### config.mk
export PLATFORM = sky130hd
export DESIGN_NAME = adder_seq_ctrl
export DESIGN_NICKNAME = d
export VERILOG_FILES = /design/src/rtl/adder_seq_ctrl.sv
export SDC_FILE = /design/constraint.sdc
export NUM_CORES = 1
export LEC_CHECK = 0
export CAP_MARGIN = 0
export CELL_PAD_IN_SITES_DETAIL_PLACEMENT = 0
export CELL_PAD_IN_SITES_GLOBAL_PLACEMENT = 1
export CORE_MARGIN = 3
export CORE_UTILIZATION = 30
export CTS_BUF_LIST = sky130_fd_sc_hd__clkbuf_8 sky130_fd_sc_hd__clkbuf_16
export CTS_CLUSTER_SIZE = 14
export DETAILED_ROUTE_END_ITERATION = 16
export GPL_TIMING_DRIVEN = 0
export PLACE_DENSITY = 0.76
export SETUP_SLACK_MARGIN = 0.02
export SLEW_MARGIN = 20
export SYNTH_ARGS = -nofsm -noshare
export SYNTH_HDL_FRONTEND = slang
export SYNTH_SLANG_ARGS = --single-unit
### constraint.sdc
create_clock -name clk -period 1.4 [get_ports clk]
set_input_delay 0.14 -clock clk [delete_from_list [all_inputs] [get_ports clk]]
set_output_delay 0.14 -clock clk [all_outputs]
set_load 0.03 [all_outputs]
### src/rtl/adder_seq_ctrl.sv
// adder_seq_ctrl: sequences one WIDTH-bit add/subtract through a shared CHUNK-bit adder slice, LSB chunk first
module adder_seq_ctrl #(
    parameter  int WIDTH  = 12,
    parameter  int CHUNK  = 3,
    localparam int NCHUNK = WIDTH / CHUNK
) (
    input  logic             clk,
    input  logic             rst,
    input  logic             in_valid,
    output logic             in_ready,
    input  logic [WIDTH-1:0] a,
    input  logic [WIDTH-1:0] b,
    input  logic             cin,
    input  logic             sub,
    output logic             out_valid,
    input  logic             out_ready,
    output logic [WIDTH-1:0] sum,
    output logic             cout,
    output logic             ovf,
    output logic [CHUNK-1:0] add_a,
    output logic [CHUNK-1:0] add_b,
    output logic             add_cin,
    input  logic [CHUNK-1:0] add_s,
    input  logic             add_cout
);
    localparam int IW = (NCHUNK > 1) ? $clog2(NCHUNK) : 1;

    typedef enum logic [1:0] {IDLE, RUN, DONE} state_t;

    state_t           state_q, state_d;
    logic [WIDTH-1:0] a_q, a_d;
    logic [WIDTH-1:0] b_q, b_d;
    logic [WIDTH-1:0] res_q, res_d;
    logic [IW-1:0]    idx_q, idx_d;
    logic             carry_q, carry_d;
    logic             cout_q, cout_d;
    logic             ovf_q, ovf_d;
    logic             run;
    logic             last;

    // Operands shift right one chunk per pass so the active chunk is always the low slice;
    // the result shifts in from the top and is fully aligned after NCHUNK passes.
    assign run       = state_q == RUN;
    assign last      = idx_q == IW'(NCHUNK - 1);
    assign in_ready  = state_q == IDLE;
    assign out_valid = state_q == DONE;
    assign sum       = res_q;
    assign cout      = cout_q;
    assign ovf       = ovf_q;
    assign add_a     = run ? a_q[CHUNK-1:0] : '0;
    assign add_b     = run ? b_q[CHUNK-1:0] : '0;
    assign add_cin   = run & carry_q;

    // Next-state and datapath update; at the last pass the low slice holds the operand MSBs
    always_comb begin
        state_d = state_q;
        a_d     = a_q;
        b_d     = b_q;
        res_d   = res_q;
        idx_d   = idx_q;
        carry_d = carry_q;
        cout_d  = cout_q;
        ovf_d   = ovf_q;
        case (state_q)
            IDLE: if (in_valid) begin
                a_d     = a;
                b_d     = sub ? ~b : b;
                carry_d = sub | cin;
                idx_d   = '0;
                state_d = RUN;
            end
            RUN: begin
                res_d   = {add_s, res_q[WIDTH-1:CHUNK]};
                a_d     = a_q >> CHUNK;
                b_d     = b_q >> CHUNK;
                carry_d = add_cout;
                idx_d   = idx_q + 1'b1;
                if (last) begin
                    state_d = DONE;
                    cout_d  = add_cout;
                    ovf_d   = (a_q[CHUNK-1] == b_q[CHUNK-1]) && (add_s[CHUNK-1] != a_q[CHUNK-1]);
                end
            end
            DONE: if (out_ready) state_d = IDLE;
            default: state_d = IDLE;
        endcase
    end

    // State register; reset abandons any operation in flight
    always_ff @(posedge clk) begin
        if (rst) begin
            state_q <= IDLE;
            a_q     <= '0;
            b_q     <= '0;
            res_q   <= '0;
            idx_q   <= '0;
            carry_q <= 1'b0;
            cout_q  <= 1'b0;
            ovf_q   <= 1'b0;
        end else begin
            state_q <= state_d;
            a_q     <= a_d;
            b_q     <= b_d;
            res_q   <= res_d;
            idx_q   <= idx_d;
            carry_q <= carry_d;
            cout_q  <= cout_d;
            ovf_q   <= ovf_d;
        end
    end
endmodule
==> metrics.md <==
| Metric | Value |
|---|---|
| Status | complete, but fails checks |
| Violated checks | setup timing |
| Largest net degree at the start of global routing | 14 |
| Max Clk Rate | 713 MHz |
| Vias per inst | 4.79 |
| Antenna violations before repair | 0 |
| Worst-path maximum fanout | 5 |
| FFs w/ async S/R, synth | 0% |
| Placed Cells | 364 |
| Reg2reg setup slack | -0.003 ns |
| Pre-antenna DRT Iters | 4 |
| Mux contribution to synthesized area | 0.515% |
| Post-Synthesis Cells | 235 |
| IO Port Bufs | 54 |
| CTS Buf Count | 5 |
| Core area | 6100 µm² |
| RR Endpoint | b_q[2] |
| Worst VDD drop | 0.591 mV |
| Net Count, Synth | 270 |
| H-tree depth | 2 |
| CP max-delay cell | or4b_4 |
| Post-synthesis cell type count | 27 |
| Post-synth EDFFs | 0 |
| List of most frequent post-synthesis cells | 43 x dfxtp_1, 36 x nor2_1, 35 x a21oi_1 |
| RSZ-0062 raised after global routing | true |
| Number of I/O pins | 57 |
| Pleak | 0.00116 µW |
| Fillers | 639 |
| Crit. Startpoint | state_q[0] |
| Min-delay worst type | in2reg |
| Reg-to-Reg Start | state_q[0] |
| Share of cells above drive strength 1 | 23.0% |
| Crit path kind | reg2reg |
| Syn_area_per_cell | 8.26 µm² |
| Cell taking the most area after synthesis | dfxtp_1 |
| Critical path capture point type | flip-flop |
| Starting Density | 31.9% |
| Post-synthesis sequential area ratio | 44.3% |
| # DRC | 0 |
| Via count | 1821 |
| Fin Setup TNS | -0.00279 ns |
| Clk slew on worst S/H paths | 0.08 ns |
| Post-Layout Cell Count | 380 |
| Yosys reg bits | 43 |
| Final worst slack | -0.00279 ns |
| Post-route minimum period | 1.40 ns |
| Final nets | 339 |
| Area of the mapped netlist | 1940 µm² |
| First-pass GRT wire length | 8.38 mm |
| Area of the multi-input gates | 1020 µm² |
| Final Hold Vio Count | 0 |
| Root Driver | clkbuf_8 |
| Max-slew headroom | 66.3% |
| Antenna viol nets, final | 0 |
| Ys flop type | dfxtp_1 |
| Simple logic cell fraction of the synthesized area | 17.0% |
| Clk sinks | 43 |
| GRT overflow | 0 |
| Worst reg2reg path depth | 5 |
| Clock latency at the later pin of the worst-skew pair | 0.29 ns |
| Starting DRT DRC Count | 58 |
| Register area | 868 µm² |
| Maximum clock path buffer count | 2 |
| Full die area | 7470 µm² |
| Syn. warnings | 0 |
| Hold WS | 0.345 ns |
| Synth Area in Compound Gates | 24.4% |
| Largest stage delay, worst path | 0.53 ns |
| Post-Synth Adder-Cell Area | 0.644% |
| CTS Hold Bufs | 0 |
| Synth Area in XOR/XNOR | 5.41% |
| TritonCTS clock tree | done |
| Final Max Tran Viols | 0 |
| Wirelength, routed | 5.09 mm |
| Die Wd | 86.5 µm |
| Endpoint arrival time on the critical path | 1.64 ns |
| Wire length per cell | 13.4 µm |
| Critical Path Sink | b_q[2] |
| Worst clock skew | 0.00942 ns |
| GRT Util Overall | 13.9% |
| Pwr/cell area | 935 nW/µm² |
| Diodes inserted | 0 |
| Largest family of logic cells by synthesized area | compound AO/OA/AOI/OAI gates |
| Worst EP required | 1.64 ns |
| Count leader, synth | dfxtp_1 |
| Worst Tran Pin Value | 0.506 ns |
| Nature of the critical path startpoint | flip-flop |
| Layout overhead on the synthesized area | 48.0% |
| Hpwl dp | 3.58 mm |
| Share of the synthesized area in the top cell type | 44.3% |
| Worst-path cell chain | buf_12 > or4b_4 > buf_6 > nor2_2 > a221o_2 |
| # setup viols final | 1 |
| GP Congestion | 0.740 |
| Fin crit share | 100% |
| Die Y | 86.5 µm |
| # rows | 28 |
| Vias in the first global route | 1768 |
| Maxcap violations | 0 |
| Synth area leaders | dfxtp_1 44%, a21oi_1 9.0%, nor2_1 7.0% |
-- cells in the final DEF, fill, tap and decap left out, drive strengths merged --
cell type / n
a211oi: 1
a21oi: 35
a221o: 3
a22oi: 14
and2: 4
buf: 31
clkbuf: 13
clkdlybuf4s50: 31
clkinv: 1
clkinvlp: 1
dfxtp: 43
dlygate4sd2: 14
ha: 1
inv: 11
mux2i: 1
nand2: 25
nand2b: 2
nand3: 1
nand3b: 2
nor2: 36
nor2b: 3
nor3b: 2
o21bai: 1
o221a: 9
o22ai: 7
or4b: 1
xnor2: 9
xor2: 3
-- routing by layer --
layer	part of all wire, %	wire [µm]	global-route usage [%]
met2	48	2460	22.5
met5	0	0	0
met4	0.61	31	3.40
met1	46	2360	18.7
met3	4.7	239	3.23
-- stage by stage --
| step | cell area, µm² | worst slack [ns] | power, µW | util [%] |
|---|---|---|---|---|
| floorplan | 1950 | 0.00189 | 1670 | - |
| global placement | 2580 | -0.769 | 1870 | 42.3 |
| detailed placement | 2580 | -0.756 | 1880 | 42.3 |
| CTS | 2820 | -0.0896 | 2690 | 46.3 |
| global route | 2870 | -0.0451 | 2840 | 47.1 |
| finish | 2870 | -0.00279 | 2690 | 47.1 |
-- what timing repair did --
action | in CTS | in global routing
setup endpoints to repair | 58 | 33
gates resized for setup | 110 | 15
cloned | 0 | 1
pin swaps | 3 | 4
buffers inserted | 9 | 2
-- layout make-up --
cell class                      count  share of cell area, %
Clock buffer                        5                   2.39
Clock inverter                      3                  0.566
Multi-Input combinational cell    160                   35.4
Buffer                             18                   4.83
Inverter                           10                   1.31
Sequential cell                    43                   30.2
Timing Repair Buffer               66                   22.0
Tap cell                           75                   3.27
-- power breakdown --
part           total [µW]  internal, µW  switching (µW)
logic                 576           302             274
clock network         761           342             420
registers            1350          1300            53.9
-- cells by family (layout without fill, tap and decap cells) --
group,after synthesis,count (layout)
AND/OR/NAND/NOR,76,76
adder cells (fa/ha/maj),1,1
XOR/XNOR,12,12
buffers and inverters,32,102
flip-flops,43,43
multiplexers,1,1
AO/OA/AOI/OAI,70,70
-- state kept, by name, indices dropped and copies added, names as in the netlist --
signal / cells
carry_q: 1
idx_q: 2
cout: 1
ovf: 1
a_q: 12
b_q: 12
sum: 12
state_q: 2
-- worst max-delay path, delay by kind of cell (launching register included) --
family	cells	cell delay, ns
simple gates	2	0.60
flops	1	0.37
buf+inv	2	0.29
compound gates	1	0.10
-- worst min path at each step --
stage	end	from	cells after the start
floorplan	sum[10]	add_s[1]	2
global placement	sum[2]	sum[2]	2
detailed placement	sum[0]	sum[0]	2
CTS	b_q[0]	sub	4
global route	b_q[1]	sub	4
finish	b_q[1]	sub	4
Power figures use the tool's default switching activity.
